**src/rtl/common.sv**
```systemverilog
// Shared limits used across pipeline blocks.
package common;

  localparam int WB_MAX_CH = 8;

endpackage

```
**src/rtl/pipes.sv**
```systemverilog
// Record types passed between MIPS pipeline stages.
package pipes;

  typedef struct packed {
    logic [31:0] pc;
    logic [31:0] instruction;
    logic        reg_write;
    logic [4:0]  dst;
    logic [31:0] data;
  } wb_req_t;

endpackage

```
**src/rtl/wb_fifo.sv**
```systemverilog
// Synchronous FIFO with an extra pointer bit to tell full from empty; clr empties it in one edge.
module wb_fifo #(
  parameter int  DEPTH = 2,
  parameter type T     = logic
) (
  input  logic clk,
  input  logic reset,
  input  logic clr,
  input  logic push,
  input  logic pop,
  input  T     din,
  output T     head,
  output logic full,
  output logic empty
);

  localparam int AW = $clog2(DEPTH);

  T            mem [DEPTH];
  logic [AW:0] wr_ptr;
  logic [AW:0] rd_ptr;
  logic        do_push;
  logic        do_pop;

  assign full    = (wr_ptr[AW] != rd_ptr[AW]) && (wr_ptr[AW-1:0] == rd_ptr[AW-1:0]);
  assign empty   = (wr_ptr == rd_ptr);
  assign do_push = push && !full;
  assign do_pop  = pop && !empty;
  assign head    = mem[rd_ptr[AW-1:0]];

  always_ff @(posedge clk) begin
    if (reset || clr) begin
      wr_ptr <= '0;
      rd_ptr <= '0;
    end else begin
      if (do_push) wr_ptr <= wr_ptr + 1'b1;
      if (do_pop)  rd_ptr <= rd_ptr + 1'b1;
    end
  end

  // Storage carries no reset; only the pointers define what is valid.
  always_ff @(posedge clk) begin
    if (do_push && !clr) mem[wr_ptr[AW-1:0]] <= din;
  end

endmodule

```
**src/rtl/writeback_arbiter.sv**
```systemverilog
// Writeback stage: per-channel result FIFOs, one grant per cycle (fixed or round-robin), registered output.
module writeback_arbiter
  import pipes::*;
  import common::*;
#(
  parameter int NUM_CH  = 2,
  parameter int DEPTH   = 2,
  parameter int RR_MODE = 0
) (
  input  logic                      clk,
  input  logic                      reset,
  input  logic [NUM_CH-1:0]         in_valid,
  input  wb_req_t [NUM_CH-1:0]      in_req,
  output logic [NUM_CH-1:0]         in_ready,
  input  logic                      stall,
  input  logic                      flush,
  output logic                      wb_valid,
  output wb_req_t                   wb_req,
  output logic [$clog2(NUM_CH)-1:0] wb_ch,
  output logic [31:0]               retire_cnt
);

  localparam int CH_W = $clog2(NUM_CH);

  if (NUM_CH < 2 || NUM_CH > WB_MAX_CH) begin : g_bad_num_ch
    $error("writeback_arbiter: NUM_CH out of range");
  end

  wb_req_t           head [NUM_CH];
  logic [NUM_CH-1:0] full;
  logic [NUM_CH-1:0] empty;
  logic [NUM_CH-1:0] pop;
  logic [CH_W-1:0]   rr_ptr;
  logic              grant_vld_p0;
  logic [CH_W-1:0]   grant_idx_p0;
  logic [CH_W-1:0]   rr_next_p0;

  // In fixed mode the scan starts at channel 0; in RR mode at rr_ptr, wrapping.
  function automatic logic [CH_W-1:0] scan_idx(input int k, input logic [CH_W-1:0] base);
    int idx;
    idx = (RR_MODE != 0) ? (int'(base) + k) % NUM_CH : k;
    return CH_W'(idx);
  endfunction

  assign in_ready = ~full;

  for (genvar c = 0; c < NUM_CH; c++) begin : g_ch
    assign pop[c] = grant_vld_p0 && (grant_idx_p0 == CH_W'(c)) && !stall && !flush;

    wb_fifo #(
      .DEPTH (DEPTH),
      .T     (wb_req_t)
    ) u_fifo (
      .clk   (clk),
      .reset (reset),
      .clr   (flush),
      .push  (in_valid[c]),
      .pop   (pop[c]),
      .din   (in_req[c]),
      .head  (head[c]),
      .full  (full[c]),
      .empty (empty[c])
    );
  end

  // Stage p0: arbitration over FIFO heads (downward scan so the earliest in scan order wins)
  always_comb begin
    grant_vld_p0 = 1'b0;
    grant_idx_p0 = '0;
    for (int k = NUM_CH - 1; k >= 0; k--) begin
      if (!empty[scan_idx(k, rr_ptr)]) begin
        grant_vld_p0 = 1'b1;
        grant_idx_p0 = scan_idx(k, rr_ptr);
      end
    end
  end

  assign rr_next_p0 = (grant_idx_p0 == CH_W'(NUM_CH - 1)) ? '0 : grant_idx_p0 + 1'b1;

  // Stage p1: output register, retire counter and round-robin pointer
  always_ff @(posedge clk) begin
    if (reset) begin
      wb_valid   <= 1'b0;
      wb_req     <= '0;
      wb_ch      <= '0;
      retire_cnt <= '0;
      rr_ptr     <= '0;
    end else if (flush) begin
      wb_valid <= 1'b0;
      wb_req   <= '0;
    end else if (!stall) begin
      if (grant_vld_p0) begin
        wb_valid   <= 1'b1;
        wb_req     <= head[grant_idx_p0];
        wb_ch      <= grant_idx_p0;
        retire_cnt <= retire_cnt + 32'd1;
        if (RR_MODE != 0) rr_ptr <= rr_next_p0;
      end else begin
        wb_valid <= 1'b0;
        wb_req   <= '0;
      end
    end
  end

endmodule

```
**config.mk**
```make
export PLATFORM = sky130hd
export DESIGN_NAME = writeback_arbiter
export DESIGN_NICKNAME = d
export VERILOG_FILES = /design/src/rtl/common.sv /design/src/rtl/pipes.sv /design/src/rtl/wb_fifo.sv /design/src/rtl/writeback_arbiter.sv
export SDC_FILE = /design/constraint.sdc
export NUM_CORES = 1
export LEC_CHECK = 0
export ABC_AREA = 1
export CAP_MARGIN = 25
export CORE_MARGIN = 5
export CORE_UTILIZATION = 40
export CTS_CLUSTER_DIAMETER = 40
export DETAILED_ROUTE_END_ITERATION = 10
export MAX_ROUTING_LAYER = met4
export PLACE_DENSITY = 0.63
export REMOVE_ABC_BUFFERS = 1
export SLEW_MARGIN = 20
export SYNTH_ARGS = -nofsm -noshare
export SYNTH_HDL_FRONTEND = slang
export SYNTH_HIERARCHICAL = 1
export SYNTH_SLANG_ARGS = --single-unit
```
**constraint.sdc**
```tcl
create_clock -name clk -period 7.1 [get_ports clk]
set_input_delay 1.42 -clock clk [delete_from_list [all_inputs] [get_ports clk]]
set_output_delay 1.42 -clock clk [all_outputs]
set_load 0.02 [all_outputs]
```
# Word level (Yosys, flattened, before mapping)
# Memory sizes are Yosys's and may differ from the RTL's. A register that Yosys moved wholly into a read port is not among the register bits.
# Cells that the tools add are included.
# W data, S select, Z words.
[op_classes] order_cmp=1 n_addsub=5 n_mul=0 n_reduce_logical=23 div_mod_pow=0 bitwise=5 n_eq_ne=6 shifts=0 n_mux=16
[ops] operator="$mux W102" n=4
[ops] operator="$add A32 B1 Y32 const B" n=1
[ops] operator="$logic_and A1 B1 Y1" n=14
[ops] operator="$mux W1" n=12
[ops] operator="$add A2 B1 Y2 const B" n=4
[ops] operator="$logic_not A1 Y1" n=6
[ops] operator="$eq A2 B2 Y1" n=2
[ops] operator="$not A1 Y1" n=3
[ops] operator="$reduce_and A3 Y1" n=1
[ops] operator="$eq A1 B1 Y1" n=2
[ops] operator="$ge A2 B2 Y1 const B" n=1
[ops] operator="$ne A1 B1 Y1" n=2
[ops] operator="$not A1 Y2" n=1
[ops] operator="$not A2 Y2" n=1
[ops] operator="$reduce_or A2 Y1" n=1
[ops] operator="$logic_or A1 B1 Y1" n=1
[totals] mem_bits_ro=0 regBits=144 inputBits=210 ram_bits=408 latch_bits=0 memories=2 out_inout_bits=138
[mem_list] name="g_ch[0].u_fifo.mem" depth=2 word_bits=102 rd=1 rd_ports_with_merged_regs=1 write_ports=1 line="wb_fifo.sv:19" rtl="T mem [DEPTH];"
[mem_list] name="g_ch[1].u_fifo.mem" depth=2 word_bits=102 rd=1 rd_ports_with_merged_regs=1 write_ports=1 line="wb_fifo.sv:19"

# Depth between registers and ports, before layout
[depth] depth_word=10 mapped_depth=15 ltp_nobuf=14

# By module
# The synthesis kept the hierarchy.
[modules_own_cells] module="wb_fifo" n_inst=2 cells_per_inst=364 area_per_inst_um2=7948.9
[modules_own_cells] module="writeback_arbiter" n_inst=1 cells_per_inst=871 area_per_inst_um2=6112.1

# Least setup slack after synthesis
# OpenSTA, ideal clock, no wires.
[synth_path] kind="input to register" start="in in_valid[0]" end="mem g_ch[0].u_fifo/mem[1][0] (netlist name), enable pin" cell_stages=4 arrival_time_ps=5855 setup_slack_ps=681 t_required_ps=6537 path_buffers=0 path_cell_list="nand2_1 > inv_1 > nand2_1 > nor2_1"
[synth_via] elab_chain_cells=4
[synth_rtl] element="start: declaration" line="writeback_arbiter.sv:12" rtl="input logic [NUM_CH-1:0] in_valid,"
[synth_rtl] element="$logic_and A1 B1 Y1" line="wb_fifo.sv:27" rtl="assign do_push = push && !full;"
[synth_rtl] element="$logic_and A1 B1 Y1" line="wb_fifo.sv:43" rtl="if (do_push && !clr) mem[wr_ptr[AW-1:0]] <= din;"
[synth_rtl] element="$mux W1" line="wb_fifo.sv:43"
[synth_rtl] element="$mux W1 (not written as such)" line="wb_fifo.sv:43"
[synth_rtl] element="end: declaration" line="wb_fifo.sv:19"
# No other way between the ends.

# Final worst setup path
[layout_path] start="reg g_ch[1].u_fifo.rd_ptr[1]" end="out in_ready[1]"
[layout_via] elab_chain_cells=3
[layout_rtl] element="start: declaration" line="wb_fifo.sv:21" rtl="logic [AW:0] rd_ptr;"
[layout_rtl] element="start signal: assignment" line="wb_fifo.sv:37" rtl="if (do_pop) rd_ptr <= rd_ptr + 1'b1;"
[layout_rtl] element="$ne A1 B1 Y1" line="wb_fifo.sv:25" rtl="assign full = (wr_ptr[AW] != rd_ptr[AW]) && (wr_ptr[AW-1:0] == rd_ptr[AW-1:0]);"
[layout_rtl] element="$logic_and A1 B1 Y1" line="wb_fifo.sv:25"
[layout_rtl] element="via full[1]" line="writeback_arbiter.sv:30" rtl="logic [NUM_CH-1:0] full;"
[layout_rtl] element="$not A2 Y2" line="writeback_arbiter.sv:45" rtl="assign in_ready = ~full;"
[layout_rtl] element="end: declaration" line="writeback_arbiter.sv:14" rtl="output logic [NUM_CH-1:0] in_ready,"
# The timed path passes the listed nets, and every way through them passes these cells.

==> out/qor.yml <==
global_routing:
  track_usage_pct: 18.8
  antenna_found_initial: 13
  grt_pass1_wl_um: 84900
  grt_max_degree: 105
  grt_pass1_vias: 14400
  overflow: 0
worst_setup_path:
  r2r_setup_slack_ns: 3.91
  crit_type: "reg2out"
  timing.rr.start: "g_ch[0].u_fifo/rd_ptr[0]$_SDFFE_PP0P_"
  worst_ep_required_time_ns: 5.68
  crit_path_start_kind: "register"
  rr_worst_depth: 9
  worstPathArrival_ns: 2.09
  crit_path_start: "g_ch[1].u_fifo/rd_ptr[1]$_SDFFE_PP0P_"
  r2r_end: "wb_req[82]$_SDFFE_PP0N_"
  end_kind: "primary output"
  critPathMaxFanout: 6
final_layout:
  multi_input_comb_area_um2: 6180
  num-fill-cells: 4508
  seq_area_um2: 15200
  area_growth_pct: 31.5
  drive_gt1_share_pct: 19.2
  final_nets: 2173
  fin_cells: 2746
detailed_routing:
  drc: 0
  wl_um: 56000
  dr.pass1.iters: 4
  wl_per_cell_um: 20.4
  via_per_inst: 5.08
  vias: 14000
  drtIter0Drc: 819
  antenna_left: 0
timing:
  rsz0062_at_grt: "no"
  finalHoldViolations: 0
  max_slew_margin_pct: 35.4
  fin_crit_sh_pct: 49.4
  drv_slew: 0
  period_minus_slack_ns: 3.51
  fmax_mhz: 285
  tns_ns: 0
  skew_ns: 0.0236
  setup_viol: 0
  tightest_slew_ns: 0.970
die:
  die_w_um: 245
  num_io_pins: 348
  core_area_um2: 54800
  start_util_pct: 40.2
  row_count: 86
  die-area_um2: 59800
  die_h_um: 245
cts:
  clkSinkCount: 554
  clk-insertion-delay-late_ns: 0.62
  cts_setup_buffers: 0
  cts_max_path_buffers: 3
  cts.repair.resized: 0
  clk_pin_slew_ns: 0.05
  postCtsHoldBufs: 0
  htree_levels: 3
  numCtsBuffers: 80
  cts_tree: "done"
  cts_root_buffer: "clkbuf_16"
synthesis:
  synth_seq_cells: 554
  syn_inst: 1599
  synth-seq-area-share_pct: 68.9
  syn_area_per_cell_um2: 13.8
  yosys_warnings: 6
  syn-cell-area_um2: 22000
  ys_types: 31
placed_design:
  dp_hpwl_um: 34800
  portBuffers: 347
  gp_congestion: 0.870
  post-place-cells: 2584
worst_hold_path:
  min_to: "wb_ch$_SDFFE_PP0P_"
  hold_start: "wb_ch$_SDFFE_PP0P_"
  holdPathStages: 2
  min_path_type: "reg2reg"
pwr:
  max-vdd-ir-drop_mv: 0.181
  p_leak_nw: 10.1
  powerDensity_nw_per_um2: 281
run:
  drv_cap: 0
outcome:
  status: "finished clean"
## cell type report
cell class                      count  share of cell area [%]
Antenna cell                       13                   0.112
Tap cell                          704                    3.04
Timing Repair Buffer              363                    12.6
Sequential cell                   554                    52.5
Clock inverter                     61                    2.40
Clock buffer                       88                    7.27
Multi-Input combinational cell    903                    21.4
Inverter                           60                   0.791
## Yosys cell counts
library cell    n  area share (%)
a21oi_1       225             5.1
a31oi_1         3           0.085
buf_1           1           0.017
buf_2          18            0.41
buf_4           2           0.068
buf_6          18            0.92
clkbuf_1       43            0.73
dfxtp_1       146              13
edfxtp_1      408              56
ha_1            1           0.057
inv_1          58            0.99
inv_2           2           0.034
mux2_2         44             2.3
mux2_4        160              11
nand2_1       218             3.7
nand2_2         1           0.028
nand2_4         1           0.051
nand3_1        33            0.75
nand3_4         1           0.080
nand4_1         9            0.26
nor2_1         78             1.3
nor2_2          1           0.028
nor2_4          5            0.26
nor2_8          1           0.091
nor3_1          4           0.091
nor3_2          2           0.091
nor4_1          2           0.057
o21a_1          1           0.034
o21ai_0       111             2.5
o21bai_1        1           0.034
xnor2_1         1           0.040
## layer usage
metal	vias to the layer above	share of wire [%]	global-route usage (%)
met5	-	0	-
met4	0	2.3	6.11
met3	87	6.3	4.72
met2	438	48	29.7
met1	6872	43	24.1
li1	6554	-	-
## layout by cell type, fill, tap and decap left out, drive strengths merged, types with 24 or more instances in the layout
cell | synthesis | layout
dfxtp | 146 | 146
edfxtp | 408 | 408
clkinv | 0 | 24
nand2 | 220 | 220
mux2 | 204 | 204
o21ai | 111 | 111
inv | 60 | 79
a21oi | 225 | 225
nor2 | 85 | 85
clkdlybuf4s50 | 0 | 346
nand3 | 34 | 34
clkbuf | 43 | 88
## flip-flops by register name (all words and copies together) (netlist names), named ones only
name	flops
wb_ch	1
g_ch.u_fifo/wr_ptr	4
g_ch.u_fifo/rd_ptr	4
g_ch.u_fifo/mem	408
wb_valid	1
retire_cnt	32
wb_req	102
## worst max-delay path: stages, from the launching register on
cell,delay (ns)
dfxtp_1,0.39
inv_1,0.08
nand2_1,0.07
nand2_1,0.05
nand2_1,0.15
inv_1,0.11
inv_1,0.06
clkdlybuf4s50_1,0.59
## worst max path at each step
stage	to	slack, ns	cells past startpoint
after floorplan	g_ch[0].u_fifo/mem[1][0]$_DFFE_PP_	0.68	4
after global placement	g_ch[1].u_fifo/mem[0][27]$_DFFE_PP_	3.14	3
after detailed placement	g_ch[1].u_fifo/mem[0][40]$_DFFE_PP_	3.10	3
after CTS	in_ready[1]	3.54	7
after global routing	in_ready[1]	3.43	7
final	in_ready[1]	3.59	7
## report_power, final
part / switching (mW) / total [mW] / internal, mW / leakage (nW)
sequential: 0.0328 / 3.61 / 3.58 / 4.93
combinational: 0.242 / 0.472 / 0.230 / 3.81
clock: 1.54 / 4.04 / 2.49 / 1.35
total: 1.82 / 8.12 / 6.30 / 10.1
## through the flow
| stage | utilization (%) | worst slack [ns] | hold slack, ns | total power [mW] | cell area [µm²] |
|---|---|---|---|---|---|
| final | 52.8 | 3.59 | 0.491 | 8.12 | 28900 |
| after global routing | 52.8 | 3.43 | 0.532 | 8.40 | 28900 |
| after CTS | 52.8 | 3.54 | 0.489 | 8.21 | 28900 |
| after detailed placement | 47.7 | 3.10 | 0.482 | 4.15 | 26100 |
| after global placement | 47.6 | 3.14 | 0.482 | 4.14 | 26100 |
| after floorplan | - | 0.681 | 0.480 | 3.88 | 21500 |
## cell families after synthesis
kind of cell	Yosys count	synth area share (%)
AND/OR/NAND/NOR	356	6.83
AO/OA/AOI/OAI	341	7.79
buffers and inverters	142	3.17
flip-flops	554	68.9
adder cells (fa/ha/maj)	1	0.0568
multiplexers	204	13.2
XOR/XNOR	1	0.0398
(Power assumes the default switching activity.)
==> patch 1: new RTL, config.mk and constraints unchanged <==
The parameter `RR_MODE` goes from 0 to 1.
--- a/src/rtl/writeback_arbiter.sv
+++ b/src/rtl/writeback_arbiter.sv
@@ -5,7 +5,7 @@
 #(
   parameter int NUM_CH  = 2,
   parameter int DEPTH   = 2,
-  parameter int RR_MODE = 0
+  parameter int RR_MODE = 1
 ) (
   input  logic                      clk,
   input  logic                      reset,
Check against the original RTL: not settled (the Yosys comparison gave no result); the edit may change what the design does.
==> patch 1 against the original RTL <==
- count of clock-buffer cells in the layout grew 9
- worst hold slack lost 0.029 ns
- setup slack lost 0.086 ns
- final cell count grew 6.7%
- fmax shrank 2.4%
- synthesized area grew 2.5%
- sequential cell count grew 1
- combinational power shrank 4.7%
- final area grew 2.1%
- power shrank 1.1%
- clock skew is essentially flat
- synthesized cell count grew 7.6%
- wire length grew 1.6%
- largest power group unchanged
- highest routed layer unchanged
==> patch 1: results (changes against the original RTL) <==
<table>
<tr><th>Metric</th><th>Value</th></tr>
<tr><th colspan="2">Status</th></tr>
<tr><td>Result of the run</td><td>finished, final reports clean</td></tr>
<tr><th colspan="2">Place</th></tr>
<tr><td>Placed cells</td><td>2761 (+6.8%)</td></tr>
<tr><td>Pre-CTS WS</td><td>3.08 ns (-0.0230 ns)</td></tr>
<tr><td>Area post-placement</td><td>0.0267 sq mm (+2.3%)</td></tr>
<tr><th colspan="2">Finish</th></tr>
<tr><td>Fraction of final layout cells sized beyond drive strength 1</td><td>0.184 (-0.00871)</td></tr>
<tr><td>Final net count</td><td>2301 (+5.9%)</td></tr>
<tr><td>Number of non-filler instances in the completed layout</td><td>2929 (+6.7%)</td></tr>
<tr><th colspan="2">CTS</th></tr>
<tr><td>Clock buffer count from CTS</td><td>83 (+3.8%)</td></tr>
<tr><th colspan="2">Routing</th></tr>
<tr><td>Amount of wire on met3 after detailed routing</td><td>3550 um (+0.91%)</td></tr>
<tr><td>Met2 wirelength from detailed routing</td><td>27300 um (+0.99%)</td></tr>
<tr><td>Number of vias after detailed routing</td><td>14133 (+1.3%)</td></tr>
<tr><td>Initial drt markers</td><td>861 (+5.1%)</td></tr>
<tr><th colspan="2">Power and ir drop</th></tr>
<tr><td>Leakage component of the power</td><td>10.9 nW (+7.5%)</td></tr>
<tr><td>Switching fraction of total power</td><td>0.224 (+0.000339)</td></tr>
<tr><th colspan="2">Synth</th></tr>
<tr><td>Post-synthesis cell type count</td><td>30 (-3.2%)</td></tr>
<tr><td>Mean instance size in the synthesized netlist</td><td>13.1 sq um (-4.8%)</td></tr>
<tr><td>Sequential-to-total area share from yosys stat</td><td>0.673 (-0.0160)</td></tr>
<tr><td>Xor and xnor fraction of the mapped netlist area</td><td>0.00194 (+0.00154)</td></tr>
<tr><th colspan="2">Setup path</th></tr>
<tr><td>Register-to-register setup slack</td><td>3.94 ns (+0.03 ns)</td></tr>
<tr><td>RR Endpoint</td><td>wb_req[56]$_SDFFE_PP0N_</td></tr>
<tr><td>Arrival time of the worst setup path</td><td>2.18 ns (+0.09 ns)</td></tr>
<tr><td>Startpoint of the lowest-slack register-to-register path</td><td>g_ch[1].u_fifo/wr_ptr[1]$_SDFFE_PP0P_</td></tr>
<tr><th colspan="2">Worst hold path</th></tr>
<tr><td>Min-Delay Startpoint</td><td>wb_req[95]$_SDFFE_PP0N_</td></tr>
<tr><th colspan="2">Timing</th></tr>
<tr><td>Headroom to the max-slew limit</td><td>0.315 (-0.0381)</td></tr>
<tr><th colspan="2">GRT</th></tr>
<tr><td>Largest net degree at the start of global routing</td><td>76 (-28%)</td></tr>
<tr><td>Met3 GRT Util</td><td>0.0499 (+0.00265)</td></tr>
</table>
==> patch 1: changes by cell type in the layout (fill, tap and decap cells not counted), sizes merged, moves of 9 or more <==
cell    unedited run  this run
clkinv            24        34
clkbuf            88        97
a21oi            225       121
inv               79       184
o21ai            111       212
==> patch 1: power groups by stage <==
stage          Clock, W  Combinational, W  Sequential (W)
2_1_floorplan         0          0.000179         0.00369
3_3_place_gp          0          0.000443         0.00366
3_5_place_dp          0          0.000455         0.00367
4_1_cts         0.00407          0.000457         0.00360
5_1_grt         0.00422          0.000488         0.00360
6_report        0.00398          0.000450         0.00360
==> patch 1: cell type report <==
class | instances | area (sq um) | area share
clock buffers | 97 | 2220 | 0.0752
diodes | 15 | 37.5 | 0.00127
flip-flops and latches | 555 | 15200 | 0.515
repair buffers | 368 | 3710 | 0.126
multi-input cells | 908 | 6190 | 0.209
inverters | 174 | 656 | 0.0222
well taps | 756 | 946 | 0.0320
clock inverters | 56 | 583 | 0.0197
==> patch 2: new RTL, config.mk and constraints unchanged <==
Made on the original files. Put one more register stage on the output `retire_cnt`, with the module's reset. The value now appears one clock later. The other outputs are not delayed to match.
--- a/src/rtl/writeback_arbiter.sv
+++ b/src/rtl/writeback_arbiter.sv
@@ -21,6 +21,8 @@
 );
 
   localparam int CH_W = $clog2(NUM_CH);
+
+  logic [31:0] retire_cnt_s0;
 
   if (NUM_CH < 2 || NUM_CH > WB_MAX_CH) begin : g_bad_num_ch
     $error("writeback_arbiter: NUM_CH out of range");
@@ -83,7 +85,7 @@
       wb_valid   <= 1'b0;
       wb_req     <= '0;
       wb_ch      <= '0;
-      retire_cnt <= '0;
+      retire_cnt_s0 <= '0;
       rr_ptr     <= '0;
     end else if (flush) begin
       wb_valid <= 1'b0;
@@ -93,7 +95,7 @@
         wb_valid   <= 1'b1;
         wb_req     <= head[grant_idx_p0];
         wb_ch      <= grant_idx_p0;
-        retire_cnt <= retire_cnt + 32'd1;
+        retire_cnt_s0 <= retire_cnt_s0 + 32'd1;
         if (RR_MODE != 0) rr_ptr <= rr_next_p0;
       end else begin
         wb_valid <= 1'b0;
@@ -102,5 +104,13 @@
     end
   end
 
+  always_ff @(posedge clk) begin
+    if (reset) begin
+      retire_cnt <= '0;
+    end else begin
+      retire_cnt <= retire_cnt_s0;
+    end
+  end
+
 endmodule
 
Function: changed (a bounded check fails within 4 cycles, from zero or initial values and one cycle with reset high).
==> patch 2 against the original RTL <==
- final area increased by 3.5%
- via count grew 2.9%
- final cell count grew 5.2%
- critical path depth is 1 lower
- critical path type is now input port to flop
- register-to-register slack improved by 0.53 ns
- largest cell class unchanged
- wire length rose by 3.4%
- clock power grew 3%
- power is 4.0% higher
- synthesized cell count up 4.6%
- setup slack lost 0.055 ns
- synthesized area increased by 3.7%
- sequential cell count grew 32
- worst hold slack lost 0.016 ns
==> patch 2: results (changes against the original RTL) <==
<table>
<tr><th>Metric</th><th>Value</th></tr>
<tr><th colspan="2">Timing</th></tr>
<tr><td>Min Tclk post-route</td><td>3.57 ns (+0.0547 ns)</td></tr>
<tr><td>Tightest Pin Transition</td><td>1.05 ns (+0.0819 ns)</td></tr>
<tr><td>Final Skew</td><td>0.0159 ns (-0.00773 ns)</td></tr>
<tr><th colspan="2">Power and ir drop</th></tr>
<tr><td>Leakage component of the power</td><td>10.4 nW (+3.3%)</td></tr>
<tr><td>Share of total power in sequential cells</td><td>0.449 (+0.004)</td></tr>
<tr><td>Part of the power in the clock network</td><td>0.495 (-0.002)</td></tr>
<tr><td>Worst IR drop on VDD</td><td>0.000195 V (+7.8%)</td></tr>
<tr><td>Total clock network power</td><td>0.00418 W (+3%)</td></tr>
<tr><th colspan="2">Setup path</th></tr>
<tr><td>Largest stage delay on the critical path</td><td>0.76 ns (+0.17 ns)</td></tr>
<tr><td>Arrival time of the worst setup path</td><td>4.10 ns (+2.01 ns)</td></tr>
<tr><td>Depth of the worst register-to-register path</td><td>7 (-2)</td></tr>
<tr><td>Worst-path fanout max</td><td>49 (+43)</td></tr>
<tr><th colspan="2">Finish</th></tr>
<tr><td>Fraction of final layout cells sized beyond drive strength 1</td><td>0.191 (-0.00109)</td></tr>
<tr><td>Number of non-filler instances in the completed layout</td><td>2888 (+5.2%)</td></tr>
<tr><td>Fillers</td><td>4677 (+3.7%)</td></tr>
<tr><td>Final net count</td><td>2256 (+3.8%)</td></tr>
<tr><th colspan="2">Synth</th></tr>
<tr><td>Sequential-to-total area share from yosys stat</td><td>0.693 (+0.00327)</td></tr>
<tr><td>Post-synthesis cell type count</td><td>32 (+3.2%)</td></tr>
<tr><td>Top cell types by occurrence after synthesis</td><td>408 x edfxtp_1, 230 x a21oi_1, 207 x nand2_1, 178 x dfxtp_1, 160 x mux2_4</td></tr>
<tr><th colspan="2">Routing</th></tr>
<tr><td>Total length of routed wires</td><td>58000 um (+3.4%)</td></tr>
<tr><td>Initial drt markers</td><td>813 (-0.73%)</td></tr>
<tr><th colspan="2">GRT</th></tr>
<tr><td>First-pass GRT wire length</td><td>87800 um (+3.4%)</td></tr>
<tr><td>Number of global-route vias before repair</td><td>15274 (+6.0%)</td></tr>
<tr><td>Total routing resource utilization after global routing</td><td>0.186 (-0.00243)</td></tr>
<tr><th colspan="2">Place</th></tr>
<tr><td>Placed wire-length estimate after detailed placement</td><td>35900 um (+3.2%)</td></tr>
<tr><td>Final weighted congestion in routability-driven placement</td><td>0.842 (-3.2%)</td></tr>
<tr><td>Pre-CTS WS</td><td>2.98 ns (-0.117 ns)</td></tr>
<tr><th colspan="2">CTS</th></tr>
<tr><td>Clock buffer count from CTS</td><td>86 (+7.5%)</td></tr>
<tr><th colspan="2">Status</th></tr>
<tr><td>Result of the run</td><td>finished, final reports clean</td></tr>
</table>
[patch 2: cell count changes in the layout (fill, tap and decap cells not counted), sizes merged, moves of 4 or more]
| cell | delta |
|---|---|
| clkbuf | +19 |
| nand2 | -10 |
| nor3 | +6 |
| nor2 | +20 |
| inv | +15 |
| dfxtp | +32 |
| buf | +7 |
| clkinv | -4 |
| a21oi | +5 |
[patch 2: worst min-delay path: stages (launching register included)]
cell and delay [ns]:
dfxtp_1 0.34, inv_1 0.06, nor2_1 0.03
[patch 2: area by class of cell]
type	count	area [sq um]	share of cell area
Multi-Input combinational cell	927	6300	0.210
Inverter	75	285	0.00952
Sequential cell	586	15800	0.528
Timing Repair Buffer	369	3680	0.123
Clock buffer	107	2340	0.0782
Clock inverter	55	564	0.0188
Tap cell	756	946	0.0316
Antenna cell	13	32.5	0.00109
[patch 2: cells by family after synthesis]
family	Yosys count	share of synthesized area
buffers and inverters	160	0.0333
adders and majority gates	1	0.000548
DFF	586	0.693
muxes	204	0.127
and+or+nand+nor	375	0.0700
AOI/OAI and AO/OA	347	0.0765
[patch 2: worst paths after layout]
| kind | start | endpoint | slack (ns) |
|---|---|---|---|
| max | flush | wb_req[81]$_SDFFE_PP0N_ | 3.53 |
| min | retire_cnt_s0[27]$_SDFFE_PP0P_ | retire_cnt[27]$_SDFF_PP0_ | 0.47 |
| max reg2reg | g_ch[0].u_fifo/wr_ptr[0]$_SDFFE_PP0P_ | g_ch[0].u_fifo/mem[1][40]$_DFFE_PP_ | 4.44 |
| min reg2reg | retire_cnt_s0[27]$_SDFFE_PP0P_ | retire_cnt[27]$_SDFF_PP0_ | 0.47 |
[patch 2: layer usage]
layer	track usage	up-vias	routed length, um
met5	-	-	0
met2	0.313	408	29100
li1	-	6821	-
met1	0.217	7048	24000
met3	0.0466	85	3410
met4	0.0683	0	1540
